**src/rtl/tdm_env_pkg.sv**
```systemverilog
// Shared constants for the TDM envelope stage: default widths and the 3-bit
// envelope state encoding used by both the stage and its step logic.
package tdm_env_pkg;

  localparam int D_W_DEF        = 16;
  localparam int ENV_W_DEF      = 16;
  localparam int VOICE_BITS_DEF = 2;
  localparam int NUM_VOICES_DEF = 4;

  localparam logic [2:0] ST_IDLE    = 3'd0;
  localparam logic [2:0] ST_ATTACK  = 3'd1;
  localparam logic [2:0] ST_DECAY   = 3'd2;
  localparam logic [2:0] ST_SUSTAIN = 3'd3;
  localparam logic [2:0] ST_RELEASE = 3'd4;

endpackage

```
**src/rtl/tdm_env_step.sv**
```systemverilog
// Combinational ADSR step for one TDM slot: next state and envelope from the
// stored state/envelope, gate and rates. Define TDM_ENV_RETRIGGER_EN for hard
// retrigger (envelope restarts from zero when re-gated during release).
module tdm_env_step
  import tdm_env_pkg::*;
#(
  parameter int ENV_W = ENV_W_DEF
) (
  input  logic [2:0]       state_i,
  input  logic [ENV_W-1:0] env_i,
  input  logic             gate_i,
  input  logic [ENV_W-1:0] attack_rate,
  input  logic [ENV_W-1:0] decay_rate,
  input  logic [ENV_W-1:0] release_rate,
  input  logic [ENV_W-1:0] sustain_level,
  output logic [2:0]       state_o,
  output logic [ENV_W-1:0] env_o
);

  localparam logic [ENV_W-1:0] ENV_MAX = '1;

  logic [ENV_W-1:0] atk_base;
  logic [ENV_W:0]   atk_sum;
  logic [ENV_W-1:0] atk_env;
  logic [ENV_W-1:0] dec_diff;
  logic [ENV_W-1:0] dec_env;
  logic [ENV_W-1:0] rel_env;

  always_comb begin
    atk_base = env_i;
`ifdef TDM_ENV_RETRIGGER_EN
    if (state_i == ST_RELEASE) atk_base = '0;
`endif
    atk_sum  = {1'b0, atk_base} + {1'b0, attack_rate};
    atk_env  = atk_sum[ENV_W] ? ENV_MAX : atk_sum[ENV_W-1:0];
    // dec_diff only meaningful while env_i is above the sustain level
    dec_diff = env_i - sustain_level;
    dec_env  = (dec_diff <= decay_rate) ? sustain_level : env_i - decay_rate;
    rel_env  = (env_i > release_rate) ? env_i - release_rate : '0;
  end

  always_comb begin
    state_o = ST_IDLE;
    env_o   = '0;
    if (!gate_i) begin
      if (state_i == ST_ATTACK || state_i == ST_DECAY ||
          state_i == ST_SUSTAIN || state_i == ST_RELEASE) begin
        env_o   = rel_env;
        state_o = (rel_env == '0) ? ST_IDLE : ST_RELEASE;
      end
    end else begin
      case (state_i)
        ST_IDLE, ST_RELEASE, ST_ATTACK: begin
          env_o   = atk_env;
          state_o = (atk_env == ENV_MAX) ? ST_DECAY : ST_ATTACK;
        end
        ST_DECAY: begin
          if (sustain_level >= env_i) begin
            env_o   = sustain_level;
            state_o = ST_SUSTAIN;
          end else begin
            env_o   = dec_env;
            state_o = (dec_env == sustain_level) ? ST_SUSTAIN : ST_DECAY;
          end
        end
        ST_SUSTAIN: begin
          env_o   = sustain_level;
          state_o = ST_SUSTAIN;
        end
        default: begin
          env_o   = '0;
          state_o = ST_IDLE;
        end
      endcase
    end
  end

endmodule

```
**src/rtl/tdm_env_stage.sv**
```systemverilog
// Time-multiplexed ADSR envelope stage: per-voice state/envelope storage,
// signed sample scaling and registered outputs. Optional TDM_ENV_RETRIGGER_EN.
module tdm_env_stage
  import tdm_env_pkg::*;
#(
  parameter int D_W        = D_W_DEF,
  parameter int ENV_W      = ENV_W_DEF,
  parameter int NUM_VOICES = NUM_VOICES_DEF,
  parameter int VOICE_BITS = VOICE_BITS_DEF
) (
  input  logic                  sys_clk,
  input  logic                  sys_rst_n,
  input  logic [VOICE_BITS-1:0] vin,
  input  logic [D_W-1:0]        din,
  input  logic                  gate_i,
  input  logic [ENV_W-1:0]      attack_rate,
  input  logic [ENV_W-1:0]      decay_rate,
  input  logic [ENV_W-1:0]      release_rate,
  input  logic [ENV_W-1:0]      sustain_level,
  output logic [D_W-1:0]        dout,
  output logic [VOICE_BITS-1:0] vout,
  output logic                  en_o,
  output logic [NUM_VOICES-1:0] voice_active
);

  localparam int P_W = D_W + ENV_W + 1;

  logic [2:0]       state_q [NUM_VOICES];
  logic [2:0]       state_d [NUM_VOICES];
  logic [ENV_W-1:0] env_q   [NUM_VOICES];
  logic [ENV_W-1:0] env_d   [NUM_VOICES];

  logic [D_W-1:0]        dout_q, dout_d;
  logic [VOICE_BITS-1:0] vout_q, vout_d;
  logic                  en_q,   en_d;

  logic                  vin_ok;
  logic [2:0]            cur_state, nxt_state;
  logic [ENV_W-1:0]      cur_env,   nxt_env;
  logic signed [P_W-1:0] prod;
  logic [D_W-1:0]        scaled;

  generate
    if (NUM_VOICES >= (1 << VOICE_BITS)) begin : g_vin_full
      assign vin_ok = 1'b1;
    end else begin : g_vin_cmp
      assign vin_ok = ({{(32-VOICE_BITS){1'b0}}, vin} < 32'(NUM_VOICES));
    end
  endgenerate

  assign cur_state = vin_ok ? state_q[vin] : ST_IDLE;
  assign cur_env   = vin_ok ? env_q[vin]   : '0;

  tdm_env_step #(.ENV_W(ENV_W)) u_step (
    .state_i      (cur_state),
    .env_i        (cur_env),
    .gate_i       (gate_i),
    .attack_rate  (attack_rate),
    .decay_rate   (decay_rate),
    .release_rate (release_rate),
    .sustain_level(sustain_level),
    .state_o      (nxt_state),
    .env_o        (nxt_env)
  );

  // Envelope is treated as an unsigned Q0.ENV_W gain; scaling uses the pre-update value
  assign prod   = $signed({{(ENV_W+1){din[D_W-1]}}, din}) *
                  $signed({{(D_W+1){1'b0}}, cur_env});
  assign scaled = D_W'(prod >>> ENV_W);

  always_comb begin
    state_d = state_q;
    env_d   = env_q;
    if (vin_ok) begin
      state_d[vin] = nxt_state;
      env_d[vin]   = nxt_env;
    end
    vout_d = vin;
    dout_d = vin_ok ? scaled : '0;
    en_d   = vin_ok && (cur_state != ST_IDLE);
  end

  always_ff @(posedge sys_clk) begin
    if (!sys_rst_n) begin
      for (int i = 0; i < NUM_VOICES; i++) begin
        state_q[i] <= ST_IDLE;
        env_q[i]   <= '0;
      end
      dout_q <= '0;
      vout_q <= '0;
      en_q   <= 1'b0;
    end else begin
      state_q <= state_d;
      env_q   <= env_d;
      dout_q  <= dout_d;
      vout_q  <= vout_d;
      en_q    <= en_d;
    end
  end

  generate
    for (genvar i = 0; i < NUM_VOICES; i++) begin : g_active
      assign voice_active[i] = (state_q[i] != ST_IDLE);
    end
  endgenerate

  assign dout = dout_q;
  assign vout = vout_q;
  assign en_o = en_q;

endmodule

```
**config.mk**
```make
export PLATFORM = sky130hd
export DESIGN_NAME = tdm_env_stage
export DESIGN_NICKNAME = d
export VERILOG_FILES = /design/src/rtl/tdm_env_pkg.sv /design/src/rtl/tdm_env_step.sv /design/src/rtl/tdm_env_stage.sv
export SDC_FILE = /design/constraint.sdc
export NUM_CORES = 1
export LEC_CHECK = 0
export CORE_AREA = 10 10 210 152
export CTS_CLUSTER_SIZE = 16
export DETAILED_ROUTE_END_ITERATION = 16
export DIE_AREA = 0 0 220 162
export PLACE_DENSITY = 0.9
export SLEW_MARGIN = 0
export SYNTH_ARGS = -nofsm -noshare
export SYNTH_HDL_FRONTEND = slang
export SYNTH_SLANG_ARGS = --single-unit
export TNS_END_PERCENT = 30
```
**constraint.sdc**
```tcl
create_clock -name sys_clk -period 9.25 [get_ports sys_clk]
set_clock_uncertainty 0.05 [all_clocks]
set_input_delay 1.3875 -clock sys_clk [delete_from_list [all_inputs] [get_ports sys_clk]]
set_output_delay 1.3875 -clock sys_clk [all_outputs]
set_load 0.01 [all_outputs]
```
Word level (Yosys, flattened, before mapping)
Cells that the tools add are included.

Bitwise gates (word level): 1. Shift-type cells: 0. Muxes and demuxes: 26. Order comparisons: 5. Reduce and logical (&&, ||, !) cells: 12. Div/mod/pow operators: 0. Multipliers: 1. Equality and inequality tests: 6. $add $sub $neg: 4.

Operators by type and width (count): 16-bit 2-to-1 mux (9); 64-bit bitwise mux (1); 16-bit one-hot mux with 3 select lines (1); 16-bit subtractor (3); 16-bit binary-select mux with 2-bit select (1); 16-bit demux with 2-bit select (1); 16-bit by 17-bit multiplier with 32-bit output (1); 3-bit 2-to-1 mux (7); 16-bit by 16-bit adder with 17-bit output (1); 16-bit == test (1); 16-bit == test, second input constant (1); 16-bit greater-or-equal comparator (1); 16-bit greater-than comparator (1); 16-bit <= comparator (1); 16-bit zero test (1); 3-bit nonzero test (5); 12-bit bitwise mux (1); 3-bit one-hot mux with 3 select lines (1); 3-bit binary-select mux with 2-bit select (1); 3-bit demux with 2-bit select (1); 3-bit by 2-bit == test with 1-bit output, second input constant (2); 3-bit by 1-bit == test with 1-bit output, second input constant (1); 3-bit == test, second input constant (1); 3-bit greater-or-equal comparator, second input constant (1); other kinds (8) (10).

Input bits: 85. Latch bits: 0. Register bits: 95. RAM bits: 0. Memories kept: 0. Output and inout port bits: 23. ROM bits: 0. Logic and storage cells: 66.

Depth between registers and ports, before layout
Gate-level depths: netlist of run 1.

Depth after elaboration: 13. Mapped depth: 27. Depth with buffers taken out: 25.

By module
A second synthesis of run 1 with hierarchy kept.

Cells, all modules: 2067. Area total of the unflattened synthesis: 16722.3 um^2.

Modules (own cells, without submodules): tdm_env_stage (cells an instance 1401, area an instance 12099.1 um^2, seq. area each 1901.8 um^2, instances 1); tdm_env_step (cells an instance 666, area an instance 4623.2 um^2, seq. area each 0.0 um^2, instances 1).

Worst setup path before layout of run 1
OpenSTA, ideal clock, no wires.

Kind: input to register. Start point: input port vin[0]. End point: register dout_q[12] (netlist: dout[12]). Data required time: 9.082 ns. Data arrival time: 8.071 ns. Stages on the path: 25. Path buffers: 3. Setup time: 0.118 ns. Slack: 1.012 ns. Cells stage by stage: buf_6 > buf_1 > mux4_2 > clkbuf_1 > and2_1 > fa_1 > inv_1 > fa_1 > inv_1 > fa_1 > fa_1 > fa_1 > inv_1 > fa_1 > inv_1 > ha_1 > a21o_1 > a21o_1 > a21oi_1 > o21ai_0 > o2111ai_1 > nand3_1 > a41oi_1 > o211ai_1 > o2111a_1.

Word-level cells in the longest chain between the ends: 5.

Ends and longest elaborated chain: from (decl) (RTL line tdm_env_stage.sv:13) `input logic [VOICE_BITS-1:0] vin,`; 2-bit inverter with 3-bit output (implied by the code) (RTL line tdm_env_stage.sv:52) `assign cur_env = vin_ok ? env_q[vin] : '0;`; 16-bit binary-select mux with 2-bit select (RTL line tdm_env_stage.sv:52); 16-bit 2-to-1 mux (implied by the code) (2 in a row) (RTL line tdm_env_stage.sv:52); 16-bit by 17-bit multiplier with 32-bit output (RTL line tdm_env_stage.sv:67) `assign prod = $signed({{(ENV_W+1){din[D_W-1]}}, din}) *`; to (signal assigned) (RTL line tdm_env_stage.sv:95) `dout_q <= dout_d;`; to (decl) (RTL line tdm_env_stage.sv:33) `logic [D_W-1:0] dout_q, dout_d;`.

No other way between the ends. The select of a mux whose other input is x is not followed. A chain may end at the register's enable or synchronous reset.

Final worst setup path of run 1
Ends and elaborated chain as after synthesis.

==> results.md, run 1 <==
* Initial core utilization at 59.5%
* # clock sinks at 95
* Hold Crit Class: flop to flop
* R2R setup slack at 2.01 ns
* Gr ovfl total at 0
* Non-Filler Instances at 2400
* Post-layout minimum cycle time at 8.86 ns
* Synth Cell Area at 16500 µm²
* Critical path type: primary input to flop
* Power density over the cells at 164 nW/µm²
* Layout area overhead at 10.8%
* Post-synth EDFFs at 0
* Final instance area at 18300 µm²
* Number of core rows at 51
* Mapped Cells at 1953
* Hold path endpoint: state_q[1]
* Clock Path Buffers at 2
* Max IR drop VDD at 0.000145 V
* Die Height at 162 µm
* CTS tree: built
* Num ports at 108
* WL/cell at 21.0 µm
* Setup TNS at 0 ns
* First-pass GRT wire length at 81000 µm
* Area after DPL at 17900 µm²
* Routability congestion estimate at 1.08
* Die X at 220 µm
* Total wire length at 50500 µm
* Mapped Nets at 2428
* Hold Path Origin: state_q[1]
* Largest net degree at the start of global routing at 95
* Share of post-route cells with drive strength above 1 at 4.29%
* DR iter-0 viols at 1925
* Max-cap violation count at 0
* Async SR Flop Fraction at 0%
* Htree depth at 3
* Vias in the first global route at 15100
* Crit-path max FO at 16
* Die area at 35600 µm²
* GRT Resource Usage Total at 28.3%
* RSZ-0062 raised after global routing: false
* CP Capture Type: flop
* YS warnings at 0
* Worst Reg2Reg Path Length in Cells at 23
* Clock root buffer master: clkbuf_16
* Pre-CTS setup slack at -0.0866 ns
* Post-synthesis sequential area ratio at 11.5%
* Later-pin clock latency in the skew report at 0.36 ns
* DRT Pass-1 Iters at 8
* Critical Path Source Type: primary input
* Antenna violations before repair at 0
* Fmax at 113 MHz
* Reg2reg end: dout[12]
* Req. time, crit path at 9.45 ns
* Commonest non-fill, non-tap cells in the layout: 329 x inv_1, 197 x fa_1, 193 x ha_1, 168 x nand2_1, 129 x a21oi_1
* Worst Path Arrival at 9.06 ns
* Distinct cells, synth at 85
* Clk slew on worst S/H paths at 0.08 ns
* Normalized max-slew margin at 21.6%
* DP HPWL at 40700 µm
* Final setup vio count at 0
* Post-synth top flop: dfxtp_1
* Leakage at 8.82 nW
* R2r startpoint: env_q[36]
* Slew Limit Fails at 0
* Status: finished clean
* Final hold vios at 0
* Least-Margin Pin Slew at 1.18 ns
* Final hold slack at 0.438 ns
* Commonest non-fill, non-tap cell in the layout: inv_1
* Yosys reg bits at 95
* Inserted Clock Buffers at 9
* Vias per inst at 6.27
* Hold path depth at 2
* DRC at 0
* Layout Nets at 2498
* Syn avg cell area at 8.44 µm²
* Post-route ant nets at 0
* Setup WS post-layout at 0.392 ns
* Final period utilization at 95.8%
* Placed cells at 2383
* Number of port buffers at 107
* Core Area at 27700 µm²
* Routed vias at 15000
## worst max-delay path: stages
cell,delay (ns)
clkdlybuf4s50_1,0.75
buf_4,0.24
mux4_1,0.61
buf_4,0.22
nand2_1,0.10
fa_1,0.45
fa_1,0.50
inv_1,0.04
ha_1,0.16
inv_1,0.07
fa_1,0.44
fa_1,0.55
inv_1,0.05
fa_1,0.45
ha_1,0.34
a2111oi_0,0.47
o21ai_0,0.20
a221oi_2,0.41
a211oi_1,0.16
buf_4,0.18
o2111ai_1,0.39
nand3_1,0.23
a41oi_2,0.31
o211ai_1,0.15
o2111a_1,0.16
## how the worst max path moves through the flow
stage	from	endpoint	slack, ns	cells past startpoint
4_1_cts	vin[0]	dout[12]	0.28	25
3_3_place_gp	vin[0]	dout[12]	0.27	24
6_report	vin[0]	dout[12]	0.39	25
2_1_floorplan	vin[0]	dout[12]	1.01	25
5_1_grt	vin[0]	dout[12]	0.11	25
3_5_place_dp	vin[0]	dout[12]	-0.09	25
## cell families after synthesis
group / after synthesis / share of synthesized area, %
fa+ha+maj: 390 / 38.6
mux: 25 / 3.03
flops: 95 / 11.5
compound gates: 425 / 16.5
xor+xnor: 67 / 3.81
buf+inv: 411 / 9.46
simple gates: 540 / 17.0
## layout make-up
cell class | count | area [µm²]
flip-flops and latches | 95 | 1900
clock buffers | 10 | 239
inverters | 329 | 1230
repair buffers | 141 | 1320
multi-input cells | 1447 | 13000
diodes | 1 | 2.50
clock inverters | 6 | 50.0
well taps | 371 | 464
fillers | 2247 | 9440
## metal layers
layer	part of all wire [%]	global-route usage (%)	vias to the layer above	routed length, µm
li1	-	-	6722	-
met1	41	39.3	7244	20600
met2	43	42.3	959	21900
met3	13	8.05	118	6730
met4	2.3	7.33	2	1190
met5	0.024	0	-	12
## Yosys cell counts, types with 24 or more instances
cell type	number	area, µm²
ha_1	193	2410
clkbuf_1	70	263
fa_1	197	3940
nand3_1	35	175
inv_1	329	1230
nor3_1	28	140
nor2_1	67	251
o21a_1	24	180
a21o_1	51	383
o21ai_0	92	460
xnor2_1	47	412
dfxtp_1	95	1900
a21oi_1	130	651
and2_1	121	757
nand2_1	168	631
## registers in the layout, indices dropped and copies added, names as in the netlist
register,flops
en_o,1
env_q,64
vout,2
dout,16
state_q,12
## power breakdown
group / internal (W) / switching, W
Clock: 0.000194 / 0.000191
Combinational: 0.000893 / 0.00124
Sequential: 0.000461 / 0.0000167
Total: 0.00155 / 0.00145
## timing repair
action | in CTS | in global routing
endpoints found under the setup margin | 0 | 2
setup buffers | 0 | 0
hold buffers | 0 | 0
resized for setup | 0 | 2
## stage by stage
stage | power (W) | utilization, %
finish | 0.00300 | 65.9
global route | 0.00330 | 65.9
CTS | 0.00296 | 65.9
detailed placement | 0.00256 | 64.8
global placement | 0.00245 | 64.8
floorplan | 0.00197 | -
(Power assumes the default switching activity.)
==> run 2, diff against run 1 <==
- CORE_AREA: 10 10 210 152 -> 10 10 206 150
- DIE_AREA: 0 0 220 162 -> 0 0 216 160
- PLACE_DENSITY: 0.9 -> 0.92
==> results.md, run 2 (synthesized netlist as in run 1, its figures left out) <==
* Final setup vio count at 0
* Setup WS post-layout at 0.0317 ns
* Critical path type: primary input to flop
* Crit-path max FO at 13
* Cell-internal power at 0.00154 W
* GR peak layer: met2
* Antenna violations before repair at 2
* CP Capture Type: flop
* DR iter-0 viols at 1947
* Routed vias at 15100
* Routability congestion estimate at 1.04
* Met1 Resource Use GR at 36.8%
* Share of post-route cells with drive strength above 1 at 4.15%
* Setup TNS at 0 ns
* Post-route ant nets at 0
* Largest net degree at the start of global routing at 95
* Number of core rows at 51
* Total wire length at 50100 µm
* Htree depth at 3
* Commonest non-fill, non-tap cell in the layout: inv_1
* Final hold vios at 0
* Power density over the cells at 163 nW/µm²
* DP HPWL at 40000 µm
* Layout area overhead at 10.7%
* # clock sinks at 95
* Layout Nets at 2495
* Critical Path Source Type: primary input
* Critical path's most frequent cell: fa_1
* Final period utilization at 99.7%
* Hold Crit Class: flop to flop
* Die area at 34600 µm²
* CTS tree: built
* Core Area at 27100 µm²
* Combinational Power Share at 71.0%
* Die Height at 160 µm
* Slew Limit Fails at 0
* Status: finished clean
* GRT met2 Usage at 44.5%
* Area after DPL at 17900 µm²
* Normalized max-slew margin at 17.3%
* Worst Path Arrival at 9.42 ns
* R2r startpoint: env_q[35]
* Hold Path Origin: state_q[7]
* WL/cell at 20.9 µm
* First-pass GRT wire length at 80600 µm
* Clock root buffer master: clkbuf_16
* GRT Resource Usage Total at 28.6%
* Max-cap violation count at 0
* CP cell instances: clkdlybuf4s50_1, buf_4, mux4_2, and2_1, fa_1, inv_1, fa_1, inv_1, ha_1, inv_1, fa_1, fa_1, inv_1, fa_1, ha_1, a2111oi_0, o21ai_0, a221oi_2, a211oi_1, o2111ai_1, nand3_1, a41oi_1, o211ai_1, o2111a_1
* Hold path endpoint: state_q[7]
* Leakage at 8.80 nW
* DRC at 0
* Inserted Clock Buffers at 9
* Num ports at 108
* Sequential share of power at 16.1%
* Least-Margin Pin Slew at 1.23 ns
* Die X at 216 µm
* Later-pin clock latency in the skew report at 0.36 ns
* Max IR drop VDD at 0.000139 V
* Pre-CTS setup slack at -0.163 ns
* Hold path depth at 2
* Post-layout minimum cycle time at 9.22 ns
* Clk slew on worst S/H paths at 0.08 ns
* Final instance area at 18200 µm²
* Commonest non-fill, non-tap cells in the layout: 329 x inv_1, 197 x fa_1, 193 x ha_1, 168 x nand2_1, 129 x a21oi_1
* Initial core utilization at 60.8%
* Largest register FFs at 64
* Fmax at 108 MHz
* Switching part of the total power at 48.3%
* DRT Pass-1 Iters at 6
* Vias in the first global route at 15500
* NetSw at 0.00144 W
* Clock power frac at 12.9%
* Number of port buffers at 107
* Gr ovfl total at 0
* R2R setup slack at 1.57 ns
* Vias per inst at 6.30
* Clock Path Buffers at 2
* Reg with most FFs: env_q
* Worst Reg2Reg Path Length in Cells at 22
* Met3 Track Usage GR at 10.2%
* Post-CTS Setup Inserts at 0
* Crit-path max cell delay at 0.83 ns
* Reg2reg end: dout[12]
* Req. time, crit path at 9.45 ns
* Crit path max-delay cell type: clkdlybuf4s50_1
## run 2: cell types whose count changed in the layout (fill, tap and decap cells not counted), sizes merged
| cell | previous run | this run |
|---|---|---|
| buf | 35 | 32 |
| clkbuf | 10 | 9 |
| inv | 332 | 333 |
## run 2: through the flow
step,cells,total power [W],hold slack [ns],utilization [%]
3_5_place_dp,2380,0.00254,0.435,66.1
2_1_floorplan,1953,0.00197,0.399,-
6_report,2397,0.00297,0.456,67.3
5_1_grt,2397,0.00325,0.476,67.3
4_1_cts,2396,0.00294,0.454,67.2
3_3_place_gp,2380,0.00242,0.424,66.1
## run 2: layout make-up
class                      count  area, µm²
tap                          371        464
sequential                    95       1900
clock buffer                   9        225
fill                        2059       8880
timing repair buffer         138       1310
clock inverter                 7       72.6
inverter                     329       1230
multi-input combinational   1447      13000
antenna                        1       2.50
## run 2: worst max-delay path by stage
stage | start | endpoint | slack (ns) | cells after the start
floorplan | vin[0] | dout[12] | 1.01 | 25
global placement | vin[0] | dout[12] | 0.19 | 22
detailed placement | vin[0] | dout[12] | -0.16 | 22
CTS | vin[0] | dout[12] | 0.17 | 22
global route | vin[0] | dout[12] | -0.08 | 24
finish | vin[1] | dout[12] | 0.03 | 24
## run 2: per-layer routing
metal	up-vias	share of wire, %
met5	-	0
met4	0	3.1
met3	141	14
met2	939	44
met1	7311	39
li1	6703	-
## run 2: worst max-delay path: cells and delay by family
family,cells,cell delay [ns]
mux,1,0.51
fa+ha+maj,7,2.92
simple gates,2,0.48
buf+inv,6,1.30
compound gates,8,2.81
## run 2: timing repair
action	CTS	global route
gates resized for setup	0	2
setup endpoints to repair	0	4
hold buffers	0	0
## run 2: power groups by stage
stage | sequential [W] | combinational (W) | clock (W)
3_5_place_dp | 0.000487 | 0.00205 | 0
3_3_place_gp | 0.000486 | 0.00193 | 0
6_report | 0.000478 | 0.00211 | 0.000383
4_1_cts | 0.000478 | 0.00208 | 0.000385
2_1_floorplan | 0.000496 | 0.00147 | 0
5_1_grt | 0.000482 | 0.00237 | 0.000399
==> run 3, diff against run 2 <==
- TNS_END_PERCENT: 30 -> 1
==> results of run 3 <==
Same layout as run 2: the final DEF is identical, and so are final timing and power.
